## src/rtl/uart_rx_byte_pkg.sv

```systemverilog
// Shared types and helpers for the UART byte receiver.
package uart_pkg;

    // Receiver frame states.
    typedef enum logic [2:0] {
        IDLE  = 3'd0,
        START = 3'd1,
        DATA  = 3'd2,
        STOP  = 3'd3,
        BREAK = 3'd4
    } rx_state_t;

    // Clocks per half bit period; a full bit lasts twice this.
    function automatic int half_period(input int clk_hz, input int baud);
        return clk_hz / (2 * baud);
    endfunction

endpackage

```

## src/rtl/uart_rx_byte_if.sv

```systemverilog
// Byte output port of the UART receiver: valid/ready handshake plus status pulses.
interface uart_rx_byte_if;
    logic [7:0] data_out;
    logic       data_valid;
    logic       data_ready;
    logic       frame_err;
    logic       overrun;
    logic       busy;

    // Receiver side drives the byte and status.
    modport master (
        output data_out,
        output data_valid,
        output frame_err,
        output overrun,
        output busy,
        input  data_ready
    );

    // Consumer side accepts bytes.
    modport slave (
        input  data_out,
        input  data_valid,
        input  frame_err,
        input  overrun,
        input  busy,
        output data_ready
    );
endinterface

```

## src/rtl/uart_rx_byte_sync_2ff.sv

```systemverilog
// Two-flop synchronizer for an asynchronous pin input.
module sync_2ff #(
    parameter bit RST_VAL = 1'b1
) (
    input  logic hwclk,
    input  logic rst,
    input  logic d,
    output logic q
);
    logic meta_q, meta_d;
    logic sync_q, sync_d;

    // Next values simply shift the pin down the chain.
    always_comb begin
        meta_d = d;
        sync_d = meta_q;
    end

    // Synchronizer flops, preset to the idle level of the pin.
    always_ff @(posedge hwclk or posedge rst) begin
        if (rst) begin
            meta_q <= RST_VAL;
            sync_q <= RST_VAL;
        end else begin
            meta_q <= meta_d;
            sync_q <= sync_d;
        end
    end

    assign q = sync_q;
endmodule

```

## src/rtl/uart_rx_byte.sv

```systemverilog
// UART 8N1 receiver: serial rx -> one byte per frame on a valid/ready port,
// with one-byte holding register and framing-error / overrun pulses.
module uart_rx_byte
    import uart_pkg::*;
#(
    parameter int CLOCK_FREQ_HZ = 12000000,
    parameter int BAUD_RATE     = 9600
) (
    input  logic           hwclk,
    input  logic           rst,
    input  logic           rx,
    uart_rx_byte_if.master bus
);
    localparam int HALF_PERIOD = half_period(CLOCK_FREQ_HZ, BAUD_RATE);
    localparam int BIT_PERIOD  = 2 * HALF_PERIOD;
    localparam int CNT_W       = $clog2(BIT_PERIOD);
    localparam logic [CNT_W-1:0] CNT_HALF = CNT_W'(HALF_PERIOD - 1);
    localparam logic [CNT_W-1:0] CNT_FULL = CNT_W'(BIT_PERIOD - 1);

    logic rx_s;

    rx_state_t        state_q, state_d;
    logic [CNT_W-1:0] cnt_q, cnt_d;
    logic [2:0]       bit_idx_q, bit_idx_d;
    logic [7:0]       shift_q, shift_d;
    logic             stop_good;
    logic             stop_bad;

    logic [7:0] data_q, data_d;
    logic       valid_q, valid_d;
    logic       ferr_q, ferr_d;
    logic       ovr_q, ovr_d;
    logic       accept;

    sync_2ff #(.RST_VAL(1'b1)) u_rx_sync (
        .hwclk (hwclk),
        .rst   (rst),
        .d     (rx),
        .q     (rx_s)
    );

    // Frame FSM: find the start bit, sample mid-bit, check the stop bit.
    always_comb begin
        state_d   = state_q;
        cnt_d     = cnt_q;
        bit_idx_d = bit_idx_q;
        shift_d   = shift_q;
        stop_good = 1'b0;
        stop_bad  = 1'b0;
        case (state_q)
            IDLE: begin
                cnt_d = '0;
                if (!rx_s) state_d = START;
            end
            START: begin
                if (cnt_q == CNT_HALF) begin
                    // Still low at mid start bit means a real frame; high was a glitch.
                    cnt_d     = '0;
                    bit_idx_d = '0;
                    state_d   = rx_s ? IDLE : DATA;
                end else begin
                    cnt_d = cnt_q + 1'b1;
                end
            end
            DATA: begin
                if (cnt_q == CNT_FULL) begin
                    cnt_d   = '0;
                    shift_d = {rx_s, shift_q[7:1]};
                    if (bit_idx_q == 3'd7) state_d = STOP;
                    else                   bit_idx_d = bit_idx_q + 3'd1;
                end else begin
                    cnt_d = cnt_q + 1'b1;
                end
            end
            STOP: begin
                if (cnt_q == CNT_FULL) begin
                    cnt_d = '0;
                    if (rx_s) begin
                        stop_good = 1'b1;
                        state_d   = IDLE;
                    end else begin
                        stop_bad = 1'b1;
                        state_d  = BREAK;
                    end
                end else begin
                    cnt_d = cnt_q + 1'b1;
                end
            end
            BREAK: begin
                // A held-low line must go high before another frame can start.
                cnt_d = '0;
                if (rx_s) state_d = IDLE;
            end
            default: begin
                cnt_d   = '0;
                state_d = IDLE;
            end
        endcase
    end

    // FSM / counter / shift register state.
    always_ff @(posedge hwclk or posedge rst) begin
        if (rst) begin
            state_q   <= IDLE;
            cnt_q     <= '0;
            bit_idx_q <= '0;
            shift_q   <= '0;
        end else begin
            state_q   <= state_d;
            cnt_q     <= cnt_d;
            bit_idx_q <= bit_idx_d;
            shift_q   <= shift_d;
        end
    end

    assign accept = valid_q && bus.data_ready;

    // Holding register: load on a good stop bit if free or being emptied, else flag overrun.
    always_comb begin
        data_d  = data_q;
        valid_d = valid_q;
        ferr_d  = stop_bad;
        ovr_d   = 1'b0;
        if (accept) valid_d = 1'b0;
        if (stop_good) begin
            if (!valid_q || accept) begin
                data_d  = shift_q;
                valid_d = 1'b1;
            end else begin
                ovr_d = 1'b1;
            end
        end
    end

    // Holding register and status pulse flops.
    always_ff @(posedge hwclk or posedge rst) begin
        if (rst) begin
            data_q  <= '0;
            valid_q <= 1'b0;
            ferr_q  <= 1'b0;
            ovr_q   <= 1'b0;
        end else begin
            data_q  <= data_d;
            valid_q <= valid_d;
            ferr_q  <= ferr_d;
            ovr_q   <= ovr_d;
        end
    end

    assign bus.data_out   = data_q;
    assign bus.data_valid = valid_q;
    assign bus.frame_err  = ferr_q;
    assign bus.overrun    = ovr_q;
    assign bus.busy       = (state_q != IDLE);
endmodule

```

## src/flat_wrapper.sv

```systemverilog
// flat-port wrapper written by rule: the top's interface ports become plain ports
module uart_rx_byte_flat import uart_pkg::*;
#(
    parameter int CLOCK_FREQ_HZ = 12000000,
    parameter int BAUD_RATE     = 9600
)
  (hwclk, rst, rx, bus_data_out, bus_data_valid, bus_frame_err, bus_overrun, bus_busy, bus_data_ready);
  uart_rx_byte_if bus_i ();
  input  logic hwclk;
  input  logic rst;
  input  logic rx;
  output wire logic [$bits(bus_i.data_out)-1:0] bus_data_out;
  output wire logic [$bits(bus_i.data_valid)-1:0] bus_data_valid;
  output wire logic [$bits(bus_i.frame_err)-1:0] bus_frame_err;
  output wire logic [$bits(bus_i.overrun)-1:0] bus_overrun;
  output wire logic [$bits(bus_i.busy)-1:0] bus_busy;
  input wire logic [$bits(bus_i.data_ready)-1:0] bus_data_ready;
  assign bus_data_out = bus_i.data_out;
  assign bus_data_valid = bus_i.data_valid;
  assign bus_frame_err = bus_i.frame_err;
  assign bus_overrun = bus_i.overrun;
  assign bus_busy = bus_i.busy;
  assign bus_i.data_ready = bus_data_ready;
  uart_rx_byte #(.CLOCK_FREQ_HZ(CLOCK_FREQ_HZ), .BAUD_RATE(BAUD_RATE)) u_core (.hwclk(hwclk), .rst(rst), .rx(rx), .bus(bus_i));
endmodule
```

## config.mk

```make
export PLATFORM = sky130hd
export DESIGN_NAME = uart_rx_byte_flat
export DESIGN_NICKNAME = d
export VERILOG_FILES = /design/src/rtl/uart_rx_byte_pkg.sv /design/src/rtl/uart_rx_byte_if.sv /design/src/rtl/uart_rx_byte_sync_2ff.sv /design/src/rtl/uart_rx_byte.sv /design/src/flat_wrapper.sv
export SDC_FILE = /design/constraint.sdc
export NUM_CORES = 1
export LEC_CHECK = 0
export ABC_AREA = 1
export CORE_UTILIZATION = 35
export CTS_BUF_LIST = sky130_fd_sc_hd__clkbuf_8
export CTS_CLUSTER_SIZE = 10
export DETAILED_ROUTE_END_ITERATION = 8
export PLACE_DENSITY = 0.58
export SLEW_MARGIN = 20
export SYNTH_ARGS = -nofsm -noshare
export SYNTH_HDL_FRONTEND = slang
export SYNTH_SLANG_ARGS = --single-unit
```

## constraint.sdc

```tcl
create_clock -name hwclk -period 2.22 [get_ports hwclk]
set_input_delay 0.444 -clock hwclk [delete_from_list [all_inputs] [get_ports hwclk]]
set_output_delay 0.444 -clock hwclk [all_outputs]
set_load 0.01 [all_outputs]
```

Yosys cells after proc, flatten, opt, wreduce, memory -nomap -nowiden:

Cells that the tools add are included.

* register bits after elaboration: 38
* latch bits: 0
* bits in writable memories: 0
* bits in read-only memories: 0
* bits of input ports: 4
* word-level logic and storage cells: 64
* memories: 0

* $add $sub $neg: 2
* multipliers: 0
* div/mod/pow operators: 0
* $lt $le $gt $ge: 0
* eq/ne operators: 14
* shift-type cells: 0
* multiplexer cells: 27
* bitwise logic cells: 0
* reduce and logical (&&, ||, !) cells: 11

Operators with widths (count)
* two-way mux 3 bit: 10
* two-way mux 11 bit: 2
* case mux 11 bit (2 select lines): 1
* case mux 3 bit (5 select lines): 1
* adder 11 x 1 -> 11 bit (second input constant): 1
* equality test 11 x 10 -> 1 bit (second input constant): 1
* equality test 11 bit (second input constant): 1
* two-way mux 1 bit: 11
* inequality test 2 x 1 -> 1 bit (second input constant): 4
* equality test 3 x 2 -> 1 bit (second input constant): 2
* equality test 3 bit (second input constant): 2
* inequality test 2 bit (second input constant): 3
* case mux 3 bit (2 select lines): 1
* AND reduction 6 bit: 1
* AND reduction 2 bit: 2
* AND reduction 4 bit: 1
* adder 3 x 1 -> 3 bit (second input constant): 1
* equality test 3 x 1 -> 1 bit (second input constant): 1
* zero test 3 bit: 1
* nonzero test 3 bit: 1
* two-way mux 2 bit: 1
* nonzero test 2 bit: 1
* OR reduction 2 bit: 1
* logical AND 1 bit: 1
* other kinds (2): 2

Longest topological paths before layout:

Gate-level depths: netlist of the first run.

* depth in word-level cells: 4
* depth in mapped cells: 11
* mapped depth without buffers: 11

Modules after synthesis:

A second synthesis of the first run with hierarchy kept.

* cell total of the unflattened synthesis: 211
* area total of the unflattened synthesis: 1855.5 um^2

By module, submodules not included
* uart_rx_byte: times used 1, cells each 208, area an instance 1799.2 um^2, seq. area each 900.9 um^2
* sync_2ff: times used 1, cells each 3, area an instance 56.3 um^2, seq. area each 52.6 um^2

Least setup slack after synthesis of the first run:

OpenSTA, ideal clock, no wires.

* path type: reg-to-reg
* from: reg u_core.cnt_q[1]
* to: reg u_core.data_q[0], in the netlist u_core.bus.data_out[0]
* setup time: 0.121 ns
* data arrival time: 1.351 ns
* required time: 2.099 ns
* slack: 0.748 ns
* cell stages (with the launch flop): 11
* buffers on the path: 1
* period minus slack after synthesis: 1.472 ns
* cell sequence: dfrtp_1 -> inv_1 -> ha_1 -> nand2_1 -> nor2_4 -> nand3_4 -> inv_6 -> nand3_4 -> buf_6 -> o21ai_1 -> nand2_1

* cells in the longest elaborated chain, start to end: 4

RTL lines
* start, declared: RTL line uart_rx_byte.sv:23 `logic [CNT_W-1:0] cnt_q, cnt_d;`
* start signal, assigned: RTL line uart_rx_byte.sv:110 `cnt_q <= cnt_d;`
* equality test 11 bit: RTL line uart_rx_byte.sv:76 `if (cnt_q == CNT_FULL) begin`
* two-way mux 1 bit: RTL line uart_rx_byte.sv:76
* two-way mux 1 bit: RTL line uart_rx_byte.sv:50 `case (state_q)`
* AND reduction 2 bit (no source line)
* end signal, assigned: RTL line uart_rx_byte.sv:143 `data_q <= data_d;`
* end, declared: RTL line uart_rx_byte.sv:29 `logic [7:0] data_q, data_d;`

No other way between the ends.
A chain may end at the register's enable or synchronous reset.

Worst setup path in the final report of the first run:

* from: reg u_core.state_q[2]
* to: out bus_busy

* cells in the longest elaborated chain, start to end: 1

RTL lines
* start, declared: RTL line uart_rx_byte.sv:22 `rx_state_t state_q, state_d;`
* start signal, assigned: RTL line uart_rx_byte.sv:109 `state_q <= state_d;`
* nonzero test 3 bit: RTL line uart_rx_byte.sv:154 `assign bus.busy = (state_q != IDLE);`
* end, declared: RTL line flat_wrapper.sv:16 `output wire logic [$bits(bus_i.busy)-1:0] bus_busy;`

No other way between the ends.

==> results of run 1 <==
path summary, 6_finish.rpt:
check                                           to               startpoint  depth (start not counted)
setup reg to reg               u_core.bit_idx_q[0]          u_core.cnt_q[0]                          9
setup / recovery                          bus_busy        u_core.state_q[2]                          3
hold / removal                  u_core.u_rx_sync.q  u_core.u_rx_sync.meta_q                          0
min in group asynchronous   u_core.bus.data_out[7]                      rst                          3
hold reg to reg                 u_core.u_rx_sync.q  u_core.u_rx_sync.meta_q                          0
max in group asynchronous  u_core.u_rx_sync.meta_q                      rst                          3
flip-flops by register name, summed over array words and instances (netlist names), 3 cells and up:
register,cells
u_core.cnt_q,11
u_core.bit_idx_q,3
u_core.state_q,3
u_core.shift_q,8
u_core.bus.data_out,8
per-layer routing:
layer / track usage [%] / vias up
li1: - / 749
met1: 20.2 / 666
met2: 20.5 / 22
met3: 2.81 / 5
met4: 8.02 / 0
met5: 0 / -
cell type report:
type                            count  share of cell area [%]
Clock buffer                        6                    3.71
Clock inverter                      2                    1.52
Inverter                           25                    4.44
Multi-Input combinational cell    159                    36.1
Sequential cell                    38                    42.8
Tap cell                           70                    3.93
Timing Repair Buffer               17                    7.42
through the flow:
step	utilization [%]	setup slack, ns	instances
4_1_cts	43.3	0.307	317
5_1_grt	43.3	0.220	317
3_5_place_dp	41.0	0.535	309
6_report	43.3	0.320	317
2_1_floorplan	-	0.748	224
3_3_place_gp	41.0	0.556	309
power by group:
group	total (mW)	internal, mW	leakage [nW]	switching, mW
registers	0.697	0.695	0.509	0.00210
clock network	0.600	0.362	0.0626	0.239
logic	0.0216	0.00653	0.543	0.0151
critical path, delay by kind of cell (launching register included):
kind | cells | cell delay, ns
buf+inv | 2 | 0.61
flops | 1 | 0.49
simple gates | 1 | 0.07
cells in the mapped netlist:
cell type / instances
dfrtp_1: 36
o21bai_1: 1
ha_1: 5
nor2_4: 2
nand2_1: 68
nand3_4: 2
dfstp_2: 2
a21oi_1: 4
nand3b_1: 2
buf_2: 1
xnor2_1: 2
nor3_1: 5
nor2_1: 28
inv_6: 1
nor3_2: 2
nand3_1: 17
buf_6: 1
a31oi_1: 2
inv_1: 16
nand2_4: 1
a21boi_1: 1
nand4_1: 2
o21ai_1: 9
nor4_1: 1
xor2_1: 3
inv_2: 8
nand2_2: 2
logic make-up (layout without fill, tap and decap cells):
kind of cell             Yosys count  after routing  share of synthesized area [%]
adder cells (fa/ha/maj)            5              5                           3.34
XOR/XNOR                           5              5                           2.34
AO/OA/AOI/OAI                     17             17                           4.94
flip-flops                        38             38                           50.9
buffers and inverters             27             50                           6.15
AND/OR/NAND/NOR                  132            132                           32.3
placed cells by master (no fill, tap or decap), types with 5 or more instances in the layout:
| cell | count |
|---|---|
| inv_1 | 17 |
| nor3_1 | 5 |
| ha_1 | 5 |
| nand3_1 | 17 |
| inv_2 | 8 |
| clkbuf_8 | 6 |
| o21ai_1 | 9 |
| clkdlybuf4s50_1 | 15 |
| nor2_1 | 28 |
| nand2_1 | 68 |
| dfrtp_1 | 36 |
==> flow_metrics.env, run 1 <==
export IMPL_vdd_drop_max_v=0.000247
export IMPL_finalInstanceArea_mm2=0.00223
export IMPL_cp_end_kind="primary output"
export IMPL_fillerInstances=531
export IMPL_power_mw=1.32
export IMPL_synth_area_leaders="dfrtp_1 48%, nand2_1 14%, nor2_1 5.6%, nand3_1 4.5%, ha_1 3.3%"
export IMPL_cts_resized=0
export IMPL_setup_tns_ns=0
export IMPL_antenna_found_initial=0
export IMPL_clockBufferDepth=2
export IMPL_slew_headroom_pct=68.3
export IMPL_rsz0062_at_grt="false"
export IMPL_wl_met2_um=1460
export IMPL_yosysSeqAreaShare_pct=50.9
export IMPL_skew_ns=0.00740
export IMPL_detailedRoute_firstIterationViolations=126
export IMPL_syn_inst=224
export IMPL_rows=26
export IMPL_final_layout_size_suffix_gt1_share_pct=11.7
export IMPL_synth_top_area_cell="dfrtp_1"
export IMPL_nets=255
export IMPL_clock_fmax_mhz=526
export IMPL_firstDrtPassIters=4
export IMPL_cp_cell_sequence="inv_2 > nand2_1 > clkdlybuf4s50_1"
export IMPL_coreArea_mm2=0.00514
export IMPL_hold_path_class="register to register"
export IMPL_outcome="completed"
export IMPL_period_needed_ns=1.90
export IMPL_cts_tree="done"
export IMPL_ioPinCount=16
export IMPL_area_growth_pct=18.8
export IMPL_grt_max_degree=39
export IMPL_worst_pin_slew_ns=0.476
export IMPL_multi_input_area_um2=805
export IMPL_grt_first_pass_wirelength_um=5980
export IMPL_synth_nets=233
export IMPL_fin_crit_sh_pct=85.6
export IMPL_dr_wl_met3_um=83
export IMPL_cap_violations=0
export IMPL_post_cts_buffers=0
export IMPL_die_area_mm2=0.00565
export IMPL_synth_seq_cells=38
export IMPL_dieHeight_um=75.2
export IMPL_synth_area_mm2=0.00187
export IMPL_portBuffers=15
export IMPL_synth_top_area_share_pct=48.1
export IMPL_r2r_slack_ns=0.51
export IMPL_grt_use_total_pct=14.3
export IMPL_hold_viol=0
export IMPL_whs_ns=0.360
export IMPL_slowest_delay_ns=0.53
export IMPL_top_layer="met4"
export IMPL_crit_path_max_fanout=7
export IMPL_start_kind="register"
export IMPL_seqCellArea_um2=953
export IMPL_die_w_um=75.2
export IMPL_worst_path_max_delay_cell="clkdlybuf4s50_1"
export IMPL_setup_viol=0
export IMPL_required_ns=1.78
export IMPL_wirelength_met1_um=1790
export IMPL_drt_total_wl_um=3410
export IMPL_grt_pass1_vias=1356
export IMPL_p_per_area_mw_per_mm2=593
export IMPL_cts_sinks=38
export IMPL_start_util_pct=36.4
export IMPL_place_congestion=0.785
export IMPL_dp_hpwl_um=2450
export IMPL_crit_type="register to primary output"
export IMPL_post_route_drc_count=0
export IMPL_cp_arrival_ns=1.46
export IMPL_p_leak_nw=1.11
export IMPL_routed_via_density=4.55
export IMPL_routedWlPerCell_um=10.8
export IMPL_clk_root_buffer_cell="clkbuf_8"
export IMPL_placed_cell_area_mm2=0.00211
export IMPL_ant_nets=0
export IMPL_ys_types=27
export IMPL_yosys_warnings=0
export IMPL_cts_inserted_buffers=5
export IMPL_dr_total_vias=1442
export IMPL_cts_hold_buf=0
export IMPL_htreeDepth=2
export IMPL_clk_pin_slew_ns=0.07
export IMPL_postSynthAreaPerCell_um2=8.36
export IMPL_slew_violations=0
export IMPL_antenna_cells=0
export IMPL_gr_total_overflow=0
export IMPL_clk_latency_ns=0.29
Note: power is estimated with default switching activity, not from simulation.
==> inputs of run 2 (changes only) <==
- CORE_MARGIN: not set -> 2
==> flow_metrics.env, run 2 (same netlist as run 1, synthesis figures left out) <==
export IMPL_portBuffers=15
export IMPL_fillerInstances=553
export IMPL_grt_max_degree=39
export IMPL_clockBufferDepth=2
export IMPL_nets=255
export IMPL_p_sw_mw=0.254
export IMPL_dieHeight_um=77.2
export IMPL_swShare_pct=21.7
export IMPL_slew_violations=0
export IMPL_vdd_drop_max_v=0.000179
export IMPL_cp_arrival_ns=1.48
export IMPL_hold_path_class="register to register"
export IMPL_cp_endpoint="bus_busy"
export IMPL_period_needed_ns=1.93
export IMPL_ant_nets=0
export IMPL_seqPwrFrac_pct=59.6
export IMPL_slew_headroom_pct=68.9
export IMPL_top_register="u_core.cnt_q"
export IMPL_detailedRoute_firstIterationViolations=100
export IMPL_p_per_area_mw_per_mm2=533
export IMPL_r2r_end="u_core.bus.data_out[5]"
export IMPL_grt_first_pass_wirelength_um=6200
export IMPL_die_area_mm2=0.00595
export IMPL_grt_pass1_vias=1382
export IMPL_layout_common_cells="68 x nand2_1, 36 x dfrtp_1, 28 x nor2_1"
export IMPL_clk_latency_ns=0.29
export IMPL_setup_viol=0
export IMPL_setup_tns_ns=0
export IMPL_worst_pin_slew_ns=0.466
export IMPL_htreeDepth=2
export IMPL_largest_reg_flops=11
export IMPL_die_w_um=77.2
export IMPL_clock_fmax_mhz=519
export IMPL_layout_commonest_cell="nand2_1"
export IMPL_start_kind="register"
export IMPL_coreArea_mm2=0.00514
export IMPL_routed_via_density=4.51
export IMPL_r2r_start="u_core.cnt_q[1]"
export IMPL_grt_use_total_pct=13.0
export IMPL_post_cts_buffers=0
export IMPL_cap_violations=0
export IMPL_cp_end_kind="primary output"
export IMPL_crit_path_max_fanout=7
export IMPL_dp_hpwl_um=2460
export IMPL_pwr_share_clk_pct=38.5
export IMPL_firstDrtPassIters=4
export IMPL_antenna_cells=0
export IMPL_internal_power_mw=0.915
export IMPL_ioPinCount=16
export IMPL_cts_resized=0
export IMPL_critPathLaunch="u_core.state_q[2]"
export IMPL_fin_util_pct=42.6
export IMPL_outcome="completed"
export IMPL_rr_worst_depth=10
export IMPL_r2r_slack_ns=0.55
export IMPL_cts_tree="done"
export IMPL_p_leak_nw=1.10
export IMPL_skew_ns=0.00502
export IMPL_place_congestion=0.779
export IMPL_antenna_found_initial=0
export IMPL_fin_crit_sh_pct=86.8
export IMPL_dr_total_vias=1429
export IMPL_combPwrFrac_pct=1.9
export IMPL_clk_pin_slew_ns=0.07
export IMPL_gr_total_overflow=0
export IMPL_cts_inserted_buffers=5
export IMPL_required_ns=1.78
export IMPL_start_util_pct=36.4
export IMPL_cts_hold_buf=0
export IMPL_drt_total_wl_um=3390
export IMPL_routedWlPerCell_um=10.7
export IMPL_clk_root_buffer_cell="clkbuf_8"
export IMPL_post_route_drc_count=0
export IMPL_final_layout_size_suffix_gt1_share_pct=11.7
export IMPL_area_growth_pct=17.0
export IMPL_hold_viol=0
export IMPL_rsz0062_at_grt="false"
export IMPL_rows=26
export IMPL_cts_sinks=38
export IMPL_crit_type="register to primary output"
-- run 2: layout make-up --
type / count / area, µm² / share of cell area (%)
Clock buffer: 5 / 68.8 / 3.14
Clock inverter: 3 / 13.8 / 0.628
Inverter: 25 / 98.8 / 4.51
Multi-Input combinational cell: 159 / 805 / 36.7
Sequential cell: 38 / 953 / 43.5
Tap cell: 70 / 87.6 / 4.00
Timing Repair Buffer: 17 / 165 / 7.53
-- run 2: worst min path at each step --
stage,from,end,slack (ns),cells after the start
finish,u_core.u_rx_sync.meta_q,u_core.u_rx_sync.q,0.36,0
global route,u_core.u_rx_sync.meta_q,u_core.u_rx_sync.q,0.36,0
CTS,u_core.u_rx_sync.meta_q,u_core.u_rx_sync.q,0.36,0
detailed placement,u_core.u_rx_sync.meta_q,u_core.u_rx_sync.q,0.35,0
global placement,u_core.u_rx_sync.meta_q,u_core.u_rx_sync.q,0.35,0
floorplan,u_core.u_rx_sync.meta_q,u_core.u_rx_sync.q,0.35,0
-- run 2: critical path, cell delays in order (launching register included) --
cell             delay (ns)
dfrtp_1                0.51
inv_2                  0.08
nand2_1                0.08
clkdlybuf4s50_1        0.53
-- run 2: routing by layer --
layer / global-route usage, % / part of all wire, % / wire [µm] / vias up
li1: - / - / - / 750
met4: 5.89 / 2.2 / 76 / 0
met5: 0 / 0 / 0 / -
met2: 19.0 / 42 / 1410 / 24
met3: 4.12 / 4.1 / 138 / 7
met1: 17.6 / 52 / 1760 / 648
-- run 2: through the flow --
stage / total power [mW] / hold WS (ns) / cells / worst slack (ns) / instance area [µm²]
after floorplan: 0.722 / 0.345 / 224 / 0.748 / 1870
after global placement: 0.734 / 0.346 / 309 / 0.551 / 2110
after detailed placement: 0.733 / 0.348 / 309 / 0.537 / 2110
after CTS: 1.19 / 0.359 / 317 / 0.292 / 2190
after global routing: 1.22 / 0.360 / 317 / 0.196 / 2190
final: 1.17 / 0.358 / 317 / 0.294 / 2190
-- run 2: power groups by stage --
stage | combinational, mW | sequential, mW | clock, mW
6_report | 0.0216 | 0.697 | 0.450
2_1_floorplan | 0.0119 | 0.710 | 0
3_3_place_gp | 0.0233 | 0.710 | 0
4_1_cts | 0.0232 | 0.697 | 0.471
5_1_grt | 0.0259 | 0.697 | 0.501
3_5_place_dp | 0.0232 | 0.710 | 0
==> inputs of run 3 (changes only) <==
- ABC_AREA: 1 -> not set
==> flow_metrics.env, run 3 <==
export IMPL_gr_total_overflow=0
export IMPL_layout_commonest_cell="dfrtp_1"
export IMPL_finalNonFillerCells=231
export IMPL_antenna_cells=0
export IMPL_post_cts_buffers=0
export IMPL_required_ns=2.39
export IMPL_die_w_um=74.0
export IMPL_synth_top_area_cell="dfrtp_1"
export IMPL_setup_viol=0
export IMPL_grt_first_pass_wirelength_um=5100
export IMPL_htreeDepth=2
export IMPL_start_util_pct=36.3
export IMPL_period_needed_ns=2.20
export IMPL_detailedRoute_firstIterationViolations=72
export IMPL_grt_use_total_pct=12.2
export IMPL_synth_edf_count=0
export IMPL_place_ws_ns=0.0651
export IMPL_p_per_area_mw_per_mm2=571
export IMPL_dr_total_vias=1101
export IMPL_routed_via_density=4.77
export IMPL_place_congestion=0.822
export IMPL_fillerInstances=433
export IMPL_yosys_top_cells_count="36 x dfrtp_1, 17 x mux2_2, 15 x nor2_1, 8 x xnor2_1, 6 x nand2_1"
export IMPL_cp_end_kind="register"
export IMPL_clk_pin_slew_ns=0.07
export IMPL_top_register="u_core.cnt_q"
export IMPL_post_route_drc_count=0
export IMPL_synth_area_leaders="dfrtp_1 53%, mux2_2 11%, xnor2_1 4.1%, ha_1 3.6%, nor2_1 3.3%"
export IMPL_clockBufferDepth=2
export IMPL_clk_latency_ns=0.28
export IMPL_portBuffers=15
export IMPL_cts_tree="done"
export IMPL_fin_crit_sh_pct=98.9
export IMPL_firstDrtPassIters=4
export IMPL_outcome="completed"
export IMPL_ioPinCount=16
export IMPL_start_kind="register"
export IMPL_synth_nets=147
export IMPL_synthArstFlopShare_pct=100
export IMPL_area_growth_pct=20.4
export IMPL_dieHeight_um=74.0
export IMPL_vdd_drop_max_v=0.000197
export IMPL_final_layout_size_suffix_gt1_share_pct=23.2
export IMPL_largest_reg_flops=11
export IMPL_dp_hpwl_um=2030
export IMPL_synth_top_area_share_pct=52.6
export IMPL_ys_types=35
export IMPL_p_leak_nw=0.966
export IMPL_dp_cells=223
export IMPL_grt_max_degree=39
export IMPL_worst_pin_slew_ns=0.493
export IMPL_cp_arrival_ns=2.36
export IMPL_yosysSeqAreaShare_pct=55.6
export IMPL_syn_inst=138
export IMPL_clock_fmax_mhz=455
export IMPL_routedWlPerCell_um=12.5
export IMPL_synth_main_ff_cell="dfrtp_1"
export IMPL_antenna_found_initial=0
export IMPL_drt_total_wl_um=2900
export IMPL_yosys_warnings=0
export IMPL_hold_viol=0
export IMPL_hold_path_class="register to register"
export IMPL_coreArea_mm2=0.00472
export IMPL_yosysMostFrequentCell="dfrtp_1"
export IMPL_synth_area_mm2=0.00171
export IMPL_cts_hold_buf=0
export IMPL_placed_cell_area_mm2=0.00197
export IMPL_cts_inserted_buffers=5
export IMPL_layout_common_cells="36 x dfrtp_1, 17 x mux2_2, 15 x nor2_1, 15 x clkdlybuf4s50_1, 8 x xnor2_1"
export IMPL_finalInstanceArea_mm2=0.00206
export IMPL_crit_path_max_fanout=3
export IMPL_grt_pass1_vias=1101
export IMPL_skew_ns=0.00383
export IMPL_fin_util_pct=43.7
export IMPL_slew_violations=0
export IMPL_crit_type="register to register"
export IMPL_ant_nets=0
export IMPL_synth_seq_cells=38
export IMPL_die_area_mm2=0.00547
export IMPL_cap_violations=0
export IMPL_nets=172
export IMPL_postSynthAreaPerCell_um2=12.4
export IMPL_clk_root_buffer_cell="clkbuf_8"
export IMPL_slew_headroom_pct=66.7
export IMPL_rows=25
export IMPL_worst_slack_ns=0.0239
export IMPL_cts_sinks=38
run 3: final cells by class:
type                    instances  area, µm²  area share (%)
flip-flops and latches         38        953            46.2
multi-input cells              93        729            35.3
repair buffers                 20        188            9.09
well taps                      67       83.8            4.06
clock buffers                   6       82.6            4.00
inverters                       5       18.8           0.909
clock inverters                 2       8.76           0.424
run 3: critical path, stage by stage, from the launching register on:
cell	delay (ns)
dfrtp_1	0.39
ha_1	0.20
ha_1	0.21
or4b_2	0.65
nor4_2	0.20
a41oi_1	0.12
mux2_2	0.32
run 3: kinds of logic after synthesis:
group | after synthesis | synth area share [%]
DFF | 38 | 55.6
adders and majority gates | 5 | 3.65
AOI/OAI and AO/OA | 8 | 4.01
buffers and inverters | 7 | 2.19
muxes | 18 | 12.0
and+or+nand+nor | 53 | 17.9
xor gates and xnor gates | 9 | 4.60
run 3: power breakdown:
group / internal, mW / switching (mW) / total, mW
Combinational: 0.00614 / 0.0135 / 0.0197
Clock: 0.245 / 0.217 / 0.462
Sequential: 0.696 / 0.00192 / 0.698
Total: 0.947 / 0.232 / 1.18
run 3: per-stage QoR:
stage	TNS [ns]	power [mW]	hold WS, ns
3_5_place_dp	0	0.732	0.347
5_1_grt	-0.0553	1.24	0.369
2_1_floorplan	0	0.720	0.345
3_3_place_gp	0	0.731	0.349
4_1_cts	0	1.20	0.356
6_report	0	1.18	0.355
run 3: final timing paths:
check | startpoint | end | slack (ns) | cells after the start
setup / recovery | u_core.bit_idx_q[0] | u_core.bit_idx_q[0] | 0.02 | 6
hold / removal | u_core.u_rx_sync.meta_q | u_core.u_rx_sync.q | 0.35 | 0
setup reg to reg | u_core.bit_idx_q[0] | u_core.bit_idx_q[0] | 0.02 | 6
hold reg to reg | u_core.u_rx_sync.meta_q | u_core.u_rx_sync.q | 0.35 | 0
max in group asynchronous | rst | u_core.u_rx_sync.meta_q | 1.30 | 3
min in group asynchronous | rst | u_core.bus.data_out[1] | 0.56 | 3
run 3: repair_timing:
action,CTS,global route
resized for setup,0,1
endpoints found under the hold margin,0,0
endpoints found under the setup margin,0,1
run 3: per-layer routing:
| layer | track usage, % | share of wire [%] | vias up |
|---|---|---|---|
| met1 | 15.4 | 45 | 538 |
| li1 | - | - | 540 |
| met2 | 19.8 | 50 | 17 |
| met5 | 0 | 0 | - |
| met3 | 4.07 | 3.3 | 6 |
| met4 | 4.24 | 1.7 | 0 |
